`src/rtl/acc_unit_4bit_if.sv`:
```
`default_nettype none
// ============================================================================
// Module   : acc_unit_4bit_if
// Purpose  : Bundle for the 4-bit accumulator. It carries the command
//            handshake, the side-channel to the external adder_sub_4bit,
//            and the result/flags handshake.
// Revision : 1.0  initial release
// ============================================================================
interface acc_unit_4bit_if;
  // command side
  logic       in_valid;
  logic       in_ready;
  logic [1:0] op;
  logic [3:0] operand;
  // adder side-channel
  logic [3:0] add_a;
  logic [3:0] add_b;
  logic       add_sel;
  logic [3:0] add_s;
  logic       add_cout;
  // result side
  logic       out_valid;
  logic       out_ready;
  logic [3:0] acc;
  logic       carry;
  logic       ovf;
  logic       zero;
  logic       neg;

  // Environment view: issues commands, hosts the adder, consumes results.
  modport master (
    output in_valid, op, operand, add_s, add_cout, out_ready,
    input  in_ready, add_a, add_b, add_sel, out_valid, acc, carry, ovf, zero, neg
  );

  // Accumulator view.
  modport slave (
    input  in_valid, op, operand, add_s, add_cout, out_ready,
    output in_ready, add_a, add_b, add_sel, out_valid, acc, carry, ovf, zero, neg
  );
endinterface
`default_nettype wire

```
`src/rtl/acc_unit_4bit.sv`:
```
`default_nettype none
// ============================================================================
// Module   : acc_unit_4bit
// Purpose  : 4-bit accumulator that sits downstream of adder_sub_4bit. It
//            takes LOAD/ADD/SUB/CLEAR commands, runs ADD/SUB through the
//            external adder, and registers the acc value with its
//            carry/ovf/zero/neg flags.
// Options  : ACC_SATURATE_EN - when defined, ADD/SUB saturate to 0111/1000
//            on signed overflow instead of wrapping.
// Revision : 1.0  initial release
// ============================================================================
module acc_unit_4bit (
  input  wire logic         clk,
  input  wire logic         rst,
  acc_unit_4bit_if.slave    bus
);

  localparam logic [1:0] OP_LOAD  = 2'b00;
  localparam logic [1:0] OP_ADD   = 2'b01;
  localparam logic [1:0] OP_SUB   = 2'b10;
  localparam logic [1:0] OP_CLEAR = 2'b11;

  typedef enum logic [1:0] {
    S_IDLE = 2'b00,
    S_EXEC = 2'b01,
    S_RESP = 2'b10
  } state_t;

  state_t     state_q, state_d;
  logic [1:0] op_q, op_d;
  logic [3:0] operand_q, operand_d;
  logic [3:0] acc_q, acc_d;
  logic       carry_q, carry_d;
  logic       ovf_q, ovf_d;
  logic       zero_q, zero_d;
  logic       neg_q, neg_d;

  logic       w_is_sub;
  logic [3:0] w_beff;
  logic       w_ovf;
  logic [3:0] w_arith;

  // The adder subtracts as A + ~B + 1, so the sign test uses the inverted operand.
  assign w_is_sub = (op_q == OP_SUB);
  assign w_beff   = w_is_sub ? ~operand_q : operand_q;
  assign w_ovf    = (acc_q[3] == w_beff[3]) && (bus.add_s[3] != acc_q[3]);

`ifdef ACC_SATURATE_EN
  // Clamp toward the sign of the original accumulator when overflow occurs.
  assign w_arith  = w_ovf ? (acc_q[3] ? 4'b1000 : 4'b0111) : bus.add_s;
`else
  assign w_arith  = bus.add_s;
`endif

  // Drive the adder from registered state; it is neutral outside EXEC.
  assign bus.add_a   = acc_q;
  assign bus.add_b   = (state_q == S_EXEC) ? operand_q : 4'b0000;
  assign bus.add_sel = (state_q == S_EXEC) && w_is_sub;

  // in_ready is held low while reset is asserted, even though the state is IDLE.
  assign bus.in_ready  = (state_q == S_IDLE) && !rst;
  assign bus.out_valid = (state_q == S_RESP);
  assign bus.acc       = acc_q;
  assign bus.carry     = carry_q;
  assign bus.ovf       = ovf_q;
  assign bus.zero      = zero_q;
  assign bus.neg       = neg_q;

  // Next-state and datapath: capture the command, execute it once, then hold the result.
  always_comb begin
    state_d   = state_q;
    op_d      = op_q;
    operand_d = operand_q;
    acc_d     = acc_q;
    carry_d   = carry_q;
    ovf_d     = ovf_q;
    zero_d    = zero_q;
    neg_d     = neg_q;
    case (state_q)
      S_IDLE: begin
        if (bus.in_valid) begin
          op_d      = bus.op;
          operand_d = bus.operand;
          state_d   = S_EXEC;
        end
      end
      S_EXEC: begin
        case (op_q)
          OP_LOAD: begin
            acc_d   = operand_q;
            carry_d = 1'b0;
            ovf_d   = 1'b0;
          end
          OP_ADD, OP_SUB: begin
            acc_d   = w_arith;
            carry_d = bus.add_cout;
            ovf_d   = w_ovf;
          end
          default: begin
            acc_d   = 4'b0000;
            carry_d = 1'b0;
            ovf_d   = 1'b0;
          end
        endcase
        zero_d  = (acc_d == 4'b0000);
        neg_d   = acc_d[3];
        state_d = S_RESP;
      end
      S_RESP: begin
        if (bus.out_ready) begin
          state_d = S_IDLE;
        end
      end
      default: state_d = S_IDLE;
    endcase
  end

  // State and result registers; reset aborts any command that is in flight.
  always_ff @(posedge clk or posedge rst) begin
    if (rst) begin
      state_q   <= S_IDLE;
      op_q      <= OP_LOAD;
      operand_q <= 4'b0000;
      acc_q     <= 4'b0000;
      carry_q   <= 1'b0;
      ovf_q     <= 1'b0;
      zero_q    <= 1'b1;
      neg_q     <= 1'b0;
    end else begin
      state_q   <= state_d;
      op_q      <= op_d;
      operand_q <= operand_d;
      acc_q     <= acc_d;
      carry_q   <= carry_d;
      ovf_q     <= ovf_d;
      zero_q    <= zero_d;
      neg_q     <= neg_d;
    end
  end

endmodule
`default_nettype wire

```
`src/flat_wrapper.sv`:
```
// flat-port wrapper written by rule: the top's interface ports become plain ports
module acc_unit_4bit_flat 
  (clk, rst, bus_in_valid, bus_op, bus_operand, bus_add_s, bus_add_cout, bus_out_ready, bus_in_ready, bus_add_a, bus_add_b, bus_add_sel, bus_out_valid, bus_acc, bus_carry, bus_ovf, bus_zero, bus_neg);
  acc_unit_4bit_if bus_i ();
  input  wire logic clk;
  input  wire logic rst;
  input wire logic [$bits(bus_i.in_valid)-1:0] bus_in_valid;
  input wire logic [$bits(bus_i.op)-1:0] bus_op;
  input wire logic [$bits(bus_i.operand)-1:0] bus_operand;
  input wire logic [$bits(bus_i.add_s)-1:0] bus_add_s;
  input wire logic [$bits(bus_i.add_cout)-1:0] bus_add_cout;
  input wire logic [$bits(bus_i.out_ready)-1:0] bus_out_ready;
  output wire logic [$bits(bus_i.in_ready)-1:0] bus_in_ready;
  output wire logic [$bits(bus_i.add_a)-1:0] bus_add_a;
  output wire logic [$bits(bus_i.add_b)-1:0] bus_add_b;
  output wire logic [$bits(bus_i.add_sel)-1:0] bus_add_sel;
  output wire logic [$bits(bus_i.out_valid)-1:0] bus_out_valid;
  output wire logic [$bits(bus_i.acc)-1:0] bus_acc;
  output wire logic [$bits(bus_i.carry)-1:0] bus_carry;
  output wire logic [$bits(bus_i.ovf)-1:0] bus_ovf;
  output wire logic [$bits(bus_i.zero)-1:0] bus_zero;
  output wire logic [$bits(bus_i.neg)-1:0] bus_neg;
  assign bus_i.in_valid = bus_in_valid;
  assign bus_i.op = bus_op;
  assign bus_i.operand = bus_operand;
  assign bus_i.add_s = bus_add_s;
  assign bus_i.add_cout = bus_add_cout;
  assign bus_i.out_ready = bus_out_ready;
  assign bus_in_ready = bus_i.in_ready;
  assign bus_add_a = bus_i.add_a;
  assign bus_add_b = bus_i.add_b;
  assign bus_add_sel = bus_i.add_sel;
  assign bus_out_valid = bus_i.out_valid;
  assign bus_acc = bus_i.acc;
  assign bus_carry = bus_i.carry;
  assign bus_ovf = bus_i.ovf;
  assign bus_zero = bus_i.zero;
  assign bus_neg = bus_i.neg;
  acc_unit_4bit u_core (.clk(clk), .rst(rst), .bus(bus_i));
endmodule
```
`config.mk`:
```
export PLATFORM = sky130hd
export DESIGN_NAME = acc_unit_4bit_flat
export DESIGN_NICKNAME = d
export VERILOG_FILES = /design/src/rtl/acc_unit_4bit_if.sv /design/src/rtl/acc_unit_4bit.sv /design/src/flat_wrapper.sv
export SDC_FILE = /design/constraint.sdc
export NUM_CORES = 1
export LEC_CHECK = 0
export CAP_MARGIN = 20
export CORE_MARGIN = 2
export CORE_UTILIZATION = 43
export CTS_CLUSTER_DIAMETER = 50
export DETAILED_ROUTE_END_ITERATION = 10
export GPL_TIMING_DRIVEN = 0
export PLACE_DENSITY = 0.87
export SYNTH_ARGS = -nofsm -noshare
export SYNTH_HDL_FRONTEND = slang
export SYNTH_SLANG_ARGS = --single-unit
```
`constraint.sdc`:
```
create_clock -name clk -period 2.4 [get_ports clk]
set_input_delay 0.48 -clock clk [delete_from_list [all_inputs] [get_ports clk]]
set_output_delay 0.48 -clock clk [all_outputs]
set_load 0.1 [all_outputs]
```
==> impl_metrics.prom <==
# TYPE chip_impl_metric gauge
chip_impl_info{name="status",value="finished clean"} 1
chip_impl_metric{name="synth_cell_type_count",unit=""} 20
chip_impl_metric{name="finalCritPeriodShare",unit="%"} 97.57
chip_impl_metric{name="synth.yosys.seq_area_share",unit="%"} 49.43
chip_impl_metric{name="yosysWarnings",unit=""} 0
chip_impl_metric{name="path_max_fanout",unit=""} 2
chip_impl_info{name="cts-root-buf",value="sky130_fd_sc_hd__clkbuf_4"} 1
chip_impl_metric{name="post-route-drc-count",unit=""} 0
chip_impl_metric{name="yosys_register_bits",unit=""} 15
chip_impl_metric{name="drt-total-wl",unit="um"} 1687
chip_impl_metric{name="die_height",unit="um"} 46.10
chip_impl_metric{name="areaGrowthSynthToFinish",unit="%"} 47.62
chip_impl_info{name="most_frequently_used_flop_master_after_synthesis",value="sky130_fd_sc_hd__dfrtp_1"} 1
chip_impl_info{name="ys_top_cells_by_count",value="14 x sky130_fd_sc_hd__dfrtp_1, 11 x sky130_fd_sc_hd__nand2_1, 5 x sky130_fd_sc_hd__and2_1, 5 x sky130_fd_sc_hd__buf_4, 5 x sky130_fd_sc_hd__o21ai_0"} 1
chip_impl_info{name="critical_path.startpoint_type",value="primary input"} 1
chip_impl_info{name="timing.critical_path.to_type",value="output port"} 1
chip_impl_metric{name="grt-ovfl-total",unit=""} 0
chip_impl_metric{name="synth-edff-count",unit=""} 0
chip_impl_metric{name="grt_max_degree",unit=""} 16
chip_impl_metric{name="timing.final.crit_period",unit="ns"} 2.342
chip_impl_metric{name="core_region_area",unit="sq um"} 1689
chip_impl_metric{name="insertion_delay",unit="ns"} 0.29
chip_impl_metric{name="place.detailed.hpwl",unit="um"} 1345
chip_impl_metric{name="cpPeakStageDelay",unit="ns"} 0.84
chip_impl_metric{name="tightest_slew",unit="ns"} 0.9653
chip_impl_metric{name="setup_clock_skew_after_layout",unit="ns"} 0.001004
chip_impl_metric{name="starting_drt_drc_count",unit=""} 7
chip_impl_metric{name="antenna-diode-count",unit=""} 0
chip_impl_metric{name="cp.arrival",unit="ns"} 1.86
chip_impl_metric{name="htreeDepth",unit=""} 1
chip_impl_metric{name="synth.net_count",unit=""} 90
chip_impl_metric{name="gr-usage-all-layers",unit="%"} 18.04
chip_impl_metric{name="cts_num_sinks",unit=""} 15
chip_impl_metric{name="gpl.final_weighted_congestion",unit=""} 0.7973
chip_impl_metric{name="slew_headroom",unit="%"} 35.45
chip_impl_metric{name="layout.nets",unit=""} 128
chip_impl_metric{name="required",unit="ns"} 1.92
chip_impl_metric{name="fmax",unit="MHz"} 427.1
chip_impl_metric{name="post_synthesis_cell_area",unit="sq um"} 762.0
chip_impl_metric{name="synth.avg_cell_area",unit="sq um"} 10.58
chip_impl_metric{name="max-clock-path-buffers",unit=""} 2
chip_impl_metric{name="hold_ws",unit="ns"} 0.4739
chip_impl_metric{name="post-synth-top-area-fraction",unit="%"} 45.98
chip_impl_metric{name="route.detailed.vias_per_inst",unit=""} 5.214
chip_impl_metric{name="setup-tns-final",unit="ns"} 0
chip_impl_metric{name="clk_pin_slew_worst_paths",unit="ns"} 0.09
chip_impl_info{name="timing.setup.critical_path_class",value="in2out"} 1
chip_impl_metric{name="num_vias",unit=""} 657
chip_impl_metric{name="portBuffers",unit=""} 33
chip_impl_metric{name="postSynth.asyncResetShare",unit="%"} 100.0
chip_impl_metric{name="grt_pass1_wl",unit="um"} 2615
chip_impl_metric{name="io_pins",unit=""} 34
chip_impl_metric{name="total_of_max_cap_violations",unit=""} 0
chip_impl_metric{name="effective_utilization_at_floorplan",unit="%"} 45.11
chip_impl_metric{name="dieWidth",unit="um"} 46.10
chip_impl_info{name="timing.critical_path.cells",value="clkdlybuf4s50_1 > nor3_2 > clkdlybuf4s15_1"} 1
chip_impl_metric{name="route.antenna.remaining_nets",unit=""} 0
chip_impl_info{name="synth_most_common_cell",value="sky130_fd_sc_hd__dfrtp_1"} 1
chip_impl_metric{name="design.die.area",unit="sq um"} 2125
chip_impl_metric{name="cts_made_buffers",unit=""} 3
chip_impl_metric{name="via_count_of_the_first_global_routing_pass",unit=""} 600
chip_impl_metric{name="post-cts-setup-buffers",unit=""} 0
chip_impl_metric{name="final-hold-violation-count",unit=""} 0
chip_impl_info{name="critPathSlowestCell",value="sky130_fd_sc_hd__clkdlybuf4s15_1"} 1
chip_impl_metric{name="core.rowCount",unit=""} 15
chip_impl_metric{name="routed_wirelength_normalized_by_instance_count",unit="um"} 13.39
chip_impl_metric{name="setup_violations",unit=""} 0
chip_impl_metric{name="cts_hold_buf",unit=""} 0
chip_impl_info{name="tritoncts",value="yes"} 1
chip_impl_metric{name="drtPass1Iterations",unit=""} 4
chip_impl_metric{name="antenna_violations_before_repair",unit=""} 0
chip_impl_info{name="synth_top_cells_by_area",value="sky130_fd_sc_hd__dfrtp_1 46%, sky130_fd_sc_hd__mux2_2 5.9%, sky130_fd_sc_hd__nand2_1 5.4%"} 1
chip_impl_info{name="synth_largest_area_cell",value="sky130_fd_sc_hd__dfrtp_1"} 1
chip_impl_metric{name="fraction_of_final_layout_cells_with_drive_strength_greater_than_1",unit="%"} 19.27
chip_impl_metric{name="syn-instance-count",unit=""} 72
chip_impl_info{name="worstHoldPathType",value="reg2reg"} 1
chip_impl_info{name="setup_repair_after_global_routing_missed_its_margin",value="false"} 1
chip_impl_metric{name="final-max-slew-violation-count",unit=""} 0
==> layout make-up <==
type / count / area (sq um)
fill: 142 / 564.3
multi-input combinational: 47 / 332.8
inverter: 4 / 15.01
timing repair buffer: 33 / 310.3
buffer: 6 / 42.54
sequential: 15 / 376.6
clock buffer: 4 / 26.28
tap: 17 / 21.27
==> kinds of logic after synthesis <==
group	after synthesis	synth area share, %
AOI/OAI and AO/OA	14	12.32
xor gates and xnor gates	1	1.150
adders and majority gates	3	4.927
buffers and inverters	10	7.553
DFF	15	49.43
muxes	5	7.225
and+or+nand+nor	24	17.40
==> state kept, by name (all words and copies together) (netlist names) <==
register and count:
u_core.state_q 2, u_core.bus.carry 1, u_core.bus.zero 1, u_core.bus.ovf 1, u_core.bus.acc 4, u_core.operand_q 4, u_core.op_q 2
==> final timing paths <==
path                             startpoint                 to  slack [ns]  depth (start not counted)
min reg2reg                u_core.bus.carry   u_core.bus.carry        0.47                          2
max in group asynchronous               rst    u_core.bus.zero        1.44                          2
max reg2reg                  u_core.op_q[0]    u_core.bus.zero        0.86                          5
max                                     rst       bus_in_ready        0.06                          3
min                        u_core.bus.carry   u_core.bus.carry        0.47                          2
min in group asynchronous               rst  u_core.bus.acc[0]        0.59                          2
==> worst max-delay path, delay by kind of cell <==
kind	cells	cell delay [ns]
simple gates	1	0.11
buf+inv	2	1.27
==> timing repair <==
item / in CTS / in global routing
gates resized for setup: 20 / 15
pin swaps: 0 / 0
endpoints found under the setup margin: 10 / 10
==> per-stage QoR <==
stage                     cells  util (%)  cell area, sq um  setup slack, ns
after floorplan              72         -             767.0           0.2603
after global placement      122     66.22              1119          -0.2449
after detailed placement    122     66.22              1119          -0.2544
after CTS                   126     67.78              1145          0.01500
after global routing        126     66.59              1125          0.01380
final                       126     66.59              1125          0.05839
==> layout by cell type (no fill, tap or decap), drive strengths merged <==
cell | Yosys | layout
a22oi | 4 | 4
a41oi | 1 | 1
and2 | 5 | 5
buf | 6 | 11
clkbuf | 0 | 4
clkdlybuf4s15 | 0 | 1
clkdlybuf4s50 | 0 | 19
dfrtp | 14 | 14
dfstp | 1 | 1
dlygate4sd2 | 0 | 4
dlymetal6s2s | 0 | 4
ha | 3 | 3
inv | 4 | 4
mux2 | 4 | 4
mux2i | 1 | 1
nand2 | 11 | 11
nand2b | 2 | 2
nand3 | 1 | 1
nor2b | 3 | 3
nor3 | 1 | 1
nor3b | 1 | 1
o21ai | 5 | 5
o31ai | 4 | 4
xnor2 | 1 | 1
==> metal layers <==
layer,GRT usage (%),vias up,wire length [um]
li1,-,317,-
met5,0,-,0
met2,31.11,26,823
met3,3.922,5,95
met4,10.29,0,46
met1,20.25,309,721
Power is left out: the tool's default activity adds up to more than one toggle a clock period on the data nets, which glitch-free logic cannot reach.
